`src/rtl/spiker_reader_core_if.sv`:
```
// Spike-frame bus between the unwrap layer and the spike reader core.
// Latency: none (wiring only).
// Backpressure: none. The frame is level-based and the consumer samples whenever it likes.
//
// Signals:
//   data_in  : raw spike vector from the register-file unwrap layer (bit i = spike i)
//   data_out : last committed spike frame, always a complete snapshot
// Modports:
//   master : producer/consumer side (drives data_in, observes data_out)
//   slave  : reader core side (observes data_in, drives data_out)
interface spiker_reader_core_if #(
  parameter int N_SPIKES = 784
);
  logic [N_SPIKES-1:0] data_in;
  logic [N_SPIKES-1:0] data_out;

  modport master (
    output data_in,
    input  data_out
  );

  modport slave (
    input  data_in,
    output data_out
  );
endinterface

```
`src/rtl/spiker_reader_core.sv`:
```
// Captures the spike vector when it changes, scans it word by word into a buffer, then publishes it atomically.
// Latency: NW+1 cycles from the capture edge to the data_out update. Minimum frame period is NW+2 cycles.
// Backpressure: none. Changes to data_in during SCAN/COMMIT are deferred, and are picked up by the next IDLE compare.
//
// Ports:
//   clk_i  : single clock, rising edge
//   rst_ni : asynchronous active-low reset
//   bus    : spiker_reader_core_if.slave (data_in in, data_out out)
module spiker_reader_core #(
  parameter int N_SPIKES = 784,
  parameter int WORD_W   = 32
) (
  input logic                 clk_i,
  input logic                 rst_ni,
  spiker_reader_core_if.slave bus
);

  localparam int NW = (N_SPIKES + WORD_W - 1) / WORD_W;
  localparam int WB = (NW > 1) ? $clog2(NW) : 1;
  localparam logic [WB-1:0] W_LAST = WB'(NW - 1);

  typedef enum logic [1:0] {
    IDLE   = 2'd0,
    SCAN   = 2'd1,
    COMMIT = 2'd2
  } state_t;

  state_t              state_q;
  logic [WB-1:0]       w_q;
  logic [N_SPIKES-1:0] frame_q;
  logic [N_SPIKES-1:0] result_q;
  logic [N_SPIKES-1:0] data_out_q;

  assign bus.data_out = data_out_q;

  always_ff @(posedge clk_i or negedge rst_ni) begin
    if (!rst_ni) begin
      state_q    <= IDLE;
      w_q        <= '0;
      frame_q    <= '0;
      result_q   <= '0;
      data_out_q <= '0;
    end else begin
      case (state_q)
        IDLE: begin
          // frame_q is the comparison reference. A change that happened while
          // busy therefore shows up here, and a glitch that settled back does not.
          if (bus.data_in != frame_q) begin
            frame_q <= bus.data_in;
            w_q     <= '0;
            state_q <= SCAN;
          end
        end
        SCAN: begin
          // Bit-wise word select. Every bit knows its own word number, so the
          // partial last word never addresses anything past N_SPIKES-1.
          for (int i = 0; i < N_SPIKES; i++) begin
            if ((i / WORD_W) == int'(w_q)) begin
              result_q[i] <= frame_q[i];
            end
          end
          if (w_q == W_LAST) begin
            state_q <= COMMIT;
          end else begin
            w_q <= w_q + WB'(1);
          end
        end
        COMMIT: begin
          // Single-edge publish, so consumers never see a half-updated frame.
          data_out_q <= result_q;
          state_q    <= IDLE;
        end
        default: begin
          state_q <= IDLE;
        end
      endcase
    end
  end

endmodule

```
`src/flat_wrapper.sv`:
```
// flat-port wrapper written by rule: the top's interface ports become plain ports
module spiker_reader_core_flat 
#(
  parameter int N_SPIKES = 784,
  parameter int WORD_W   = 32
)
  (clk_i, rst_ni, bus_data_in, bus_data_out);
  spiker_reader_core_if #(.N_SPIKES(N_SPIKES)) bus_i ();
  input logic clk_i;
  input logic rst_ni;
  input wire logic [$bits(bus_i.data_in)-1:0] bus_data_in;
  output wire logic [$bits(bus_i.data_out)-1:0] bus_data_out;
  assign bus_i.data_in = bus_data_in;
  assign bus_data_out = bus_i.data_out;
  spiker_reader_core #(.N_SPIKES(N_SPIKES), .WORD_W(WORD_W)) u_core (.clk_i(clk_i), .rst_ni(rst_ni), .bus(bus_i));
endmodule
```
`config.mk`:
```
export PLATFORM = sky130hd
export DESIGN_NAME = spiker_reader_core_flat
export DESIGN_NICKNAME = d
export VERILOG_FILES = /design/src/rtl/spiker_reader_core_if.sv /design/src/rtl/spiker_reader_core.sv /design/src/flat_wrapper.sv
export SDC_FILE = /design/constraint.sdc
export NUM_CORES = 2
export LEC_CHECK = 0
export BUFFER_PORTS_ARGS = -buffer_cell sky130_fd_sc_hd__clkbuf_2
export CAP_MARGIN = 20
export CORE_AREA = 2 2 605 607
export CTS_CLUSTER_SIZE = 14
export DETAILED_ROUTE_END_ITERATION = 12
export DIE_AREA = 0 0 607 609
export HOLD_SLACK_MARGIN = 0.15
export REMOVE_ABC_BUFFERS = 1
export SYNTH_ARGS = -nofsm -noshare
export SYNTH_HDL_FRONTEND = slang
export SYNTH_SLANG_ARGS = --single-unit
export TNS_END_PERCENT = 30
```
`constraint.sdc`:
```
create_clock -name clk_i -period 3.7 [get_ports clk_i]
set_clock_uncertainty 0.05 [all_clocks]
set_input_delay 0.185 -clock clk_i [delete_from_list [all_inputs] [get_ports clk_i]]
set_output_delay 0.185 -clock clk_i [all_outputs]
set_load 0.05 [all_outputs]
```
Yosys cells after proc, flatten, opt, wreduce, memory -nomap -nowiden

Cells that the tools add are included.
Widths: inputs -> output; s select.

$add $sub $neg: 1
Equality and inequality tests: 31
Multiplexer cells: 6
Reduce and logical (&&, ||, !) cells: 31

Operators with widths:

| cell                | count |
|---|---|
| $ne 784x784->1      | 1 |
| $eq 5x5->1 const A  | 16 |
| $reduce_and 2->1    | 27 |
| $eq 4x5->1 const A  | 5 |
| $eq 3x5->1 const A  | 2 |
| $mux 5              | 2 |
| $pmux 5 s2          | 1 |
| $add 5x1->5 const B | 1 |
| $eq 2x5->1 const A  | 1 |
| $eq 5x5->1 const B  | 1 |
| $logic_not 5->1     | 1 |
| $mux 2              | 2 |
| $ne 2x1->1 const B  | 2 |
| $pmux 2 s2          | 1 |
| $reduce_and 3->1    | 1 |
| $eq 2x1->1 const B  | 1 |
| $eq 2x2->1 const B  | 1 |
| $logic_not 2->1     | 1 |
| $ne 2x2->1 const B  | 1 |
| $reduce_bool 2->1   | 1 |

Flip-flop bits (word level): 2359
Input bits: 786
Output and inout port bits: 784
Word-level logic and storage cells: 98

Logic depth before layout (Yosys ltp)

Depth in word-level cells: 3
Depth in mapped cells: 10
Mapped depth without buffers: 7

Least setup slack after synthesis

Ideal clock, no wire load.

Path kind: reg-to-reg
Start point: register u_core.frame_q[74]
End point: register u_core.frame_q[377]
Arrival time: 2.378 ns
Data required time: 3.522 ns
Slack: 1.144 ns
Cell stages (with the launch flop): 11
Period minus slack after synthesis: 2.556 ns
Cells stage by stage: dfrtp_1 xnor2_1 nand4_1 nor4_1 nand4_1 nor4_1 a41oi_1 buf_4 buf_6 buf_4 mux2_1

Word-level cells in the longest chain between the ends: 2

Ends and longest elaborated chain:

| what                       | RTL line                 | source |
|---|---|---|
| from (decl)                | spiker_reader_core.sv:30 | `logic [N_SPIKES-1:0] frame_q;` |
| from (signal assigned)     | spiker_reader_core.sv:49 | `frame_q <= bus.data_in;` |
| $ne 784x784->1             | spiker_reader_core.sv:48 | `if (bus.data_in != frame_q) begin` |
| $reduce_and 2->1 (no line) | n/a                      |  |

Every way passes these cells.
A chain may end at the register's enable or synchronous reset.

Worst setup path in the final report

Start point: register u_core.frame_q[446]
End point: register u_core.frame_q[671]

The elaborated chain is that of the path after synthesis.

==> flow_summary.toml <==
[status]
status = "finished, violations left"
violations = "negative setup slack"

[synth]
synth-compound-area-share = 0.0006926
ys_top_cells_by_area = "dfrtp_1, mux2_2, xnor2_1"
synth-seq-cells = 2359
synth_top_flop_cell = "dfrtp_1"
synth_top_area_frac = 0.6165
synthSimpleGateAreaFrac = 0.01990
synthAdderAreaFrac = 0.0006534
synth_top_area_cell = "dfrtp_1"
synth_top_family_by_area = "multiplexers"
synth.mux.area_fraction = 0.2766
synth_xor_area_frac = 0.07171
netlist_instances = 6085
syn_avg_cell_area_um2 = 15.74
syn_area_mm2 = 0.09575
synth_edf_count = 0
ys_warn_count = 0
yosysSeqAreaShare = 0.6165
synth_cell_types = 29
async_flop_share = 1.000

[job]
maxCapViolCount = 0

[global_routing]
gr-total-overflow = 0
grtUsageTotal = 0.2156
grt_pass1_wl_um = 565700
grt_pass1_vias = 73030
grt_max_degree = 105
antenna_found_initial = 94

[critical_path]
crit_type = "reg2reg"
cp.required_ns = 4.39
cpMaxStageDelayCell = "nor4_1"
cp_max_fo = 27
crit_path_start_kind = "register"
endpoint_kind = "register"
reg2regPathDepth = 12
cpPeakStageDelay_ns = 0.51
worstPathArrival_ns = 4.78
crit_path_cell_trace = "xnor2_1 -> nand4_1 -> nor4_1 -> buf_4 -> nand4_1 -> nor4_4 -> buf_4 -> a41oi_4 -> buf_12 -> buf_16 -> buf_12 -> mux2_1"

[timing]
finalCritPeriodShare = 1.105
drv_slew = 0
slew_headroom = 0.3476
fin_setup_tns_ns = -245.61
fin_ws_ns = -0.3871
finalHoldViolCount = 0
worst_slew_pin_slew_ns = 0.9787
max_freq_mhz = 244.7
rsz0062_at_grt = "yes"
final-setup-viol-count = 786
min_period_ns = 4.087
worst_hold_slack_ns = 0.1919

[final_layout]
layout.cells.most_common = "dfrtp_1"
drive_above_1_share = 0.4487
num-nets-final = 10322
fin_area_mm2 = 0.1381
final_cell_mix = "dfrtp_1, mux2_2, clkbuf_2"
area_delta_synth_final_pct = 44.18

[route]
ant_nets = 0
wl_um = 414400
vias_per_cell = 4.588
post-route-drc-count = 0
num_vias = 67123
firstDrtPassIters = 7
wl_per_cell_um = 28.32
drt_iter0_markers = 4395

[place]
hpwl_um = 295800
port-buffer-count = 1569
placed_area_mm2 = 0.1115
placement.setup.worst_slack_ns = -1.009
gp_congestion = 0.8945

[floorplan]
die_w_um = 607
die_h_um = 609
row_count = 222
io_pins = 1570
coreArea_mm2 = 0.3639
dieArea_mm2 = 0.3697
start_util = 0.2631

[power]
p_leak_nw = 58.96
netSwitchingPower_w = 0.01708
swShare = 0.2676
p_total_w = 0.06382
peakVddDrop_mv = 0.3552
p_per_area_mw_per_mm2 = 462.3
clkPwrFrac = 0.440
internal_power_w = 0.04674
combPwrFrac = 0.118
seqPwrFrac = 0.441

[clock_tree]
cts_inserted_buffers = 280
cts.sinks = 2359
clk_latency_ns = 0.89
cts_tree = "done"
clockRootBuffer = "clkbuf_16"
htreeDepth = 5
clk_pin_slew_ns = 0.06
clock_path_buffers = 4

[worst_hold_path]
hold_path.class = "in2async"
## path summary, 6_finish.rpt
path / startpoint / to / slack (ns)
max: u_core.frame_q[446] / u_core.frame_q[671] / -0.39
min: rst_ni / u_core.bus.data_out[71] / 0.19
max reg2reg: u_core.frame_q[446] / u_core.frame_q[671] / -0.39
min reg2reg: u_core.result_q[648] / u_core.bus.data_out[648] / 0.43
max in group asynchronous: rst_ni / u_core.result_q[634] / 2.39
min in group clk_i: bus_data_in[547] / u_core.frame_q[547] / 0.20
## power groups by stage
| stage | logic, W | clock network, W | registers (W) |
|---|---|---|---|
| floorplan | 0.00187 | 0 | 0.0298 |
| global placement | 0.00596 | 0 | 0.0285 |
| detailed placement | 0.00605 | 0 | 0.0286 |
| CTS | 0.00756 | 0.0287 | 0.0281 |
| global route | 0.00802 | 0.0298 | 0.0283 |
| finish | 0.00755 | 0.0281 | 0.0282 |
## logic make-up (layout without fill, tap and decap cells)
family / count (synthesis) / after routing
compound gates: 9 / 9
simple gates: 318 / 318
other cells: 0 / 78
mux: 2352 / 2352
fa+ha+maj: 5 / 5
xor+xnor: 784 / 784
buf+inv: 258 / 3910
flops: 2359 / 2359
## flip-flops by register name, indices dropped and copies added, names as in the netlist
name	flops
u_core.w_q	5
u_core.frame_q	784
u_core.state_q	2
u_core.result_q	784
u_core.bus.data_out	784
## critical path, delay by kind of cell, from the launching register on
family	cells	cell delay [ns]
mux	1	0.34
buf+inv	5	0.99
compound gates	1	0.16
flops	1	0.41
xor+xnor	1	0.31
simple gates	4	1.61
## per-stage QoR
stage | util | cells
2_1_floorplan | - | 5830
3_3_place_gp | 0.3064 | 12466
3_5_place_dp | 0.3065 | 12468
4_1_cts | 0.3760 | 14521
5_1_grt | 0.3793 | 14613
6_report | 0.3794 | 14631
## final cells by class
| type | instances | area (µm²) |
|---|---|---|
| multi-input combinational | 3468 | 36070 |
| fill | 34278 | 225800 |
| sequential | 2359 | 59030 |
| antenna | 78 | 195.2 |
| timing repair buffer | 3419 | 27430 |
| clock buffer | 407 | 8263 |
| clock inverter | 81 | 1026 |
| inverter | 3 | 11.26 |
| tap | 4816 | 6026 |
## cell usage after synthesis (2+ instances only)
cell type,number
mux2_1,400
ha_1,5
xnor2_1,784
buf_2,36
inv_1,3
buf_4,5
nor3_1,2
nor4_1,51
mux2_2,1952
buf_1,50
nand2_1,16
nor2_1,10
nand4_1,209
nor2b_1,5
o31ai_1,3
buf_6,40
nand3_1,14
dfrtp_1,2359
nand2b_1,3
clkbuf_1,124
and3_1,6
## repair_timing
action	in CTS	in global routing
pin swaps	6	13
buffers inserted	8	4
setup endpoints to repair	790	787
hold buffers	1551	0
gates cloned	6	30
hold endpoints to repair	2194	0
resized for setup	41	104
## layer usage
layer | vias up | track usage | routed length [µm] | part of all wire
met5 | - | 0 | 34 | 0.000082
met4 | 6 | 0.1006 | 20780 | 0.050
met3 | 823 | 0.06949 | 34760 | 0.084
met2 | 2423 | 0.3447 | 191500 | 0.46
met1 | 35250 | 0.2626 | 167400 | 0.40
li1 | 28621 | - | - | -
Power figures use the tool's default switching activity.
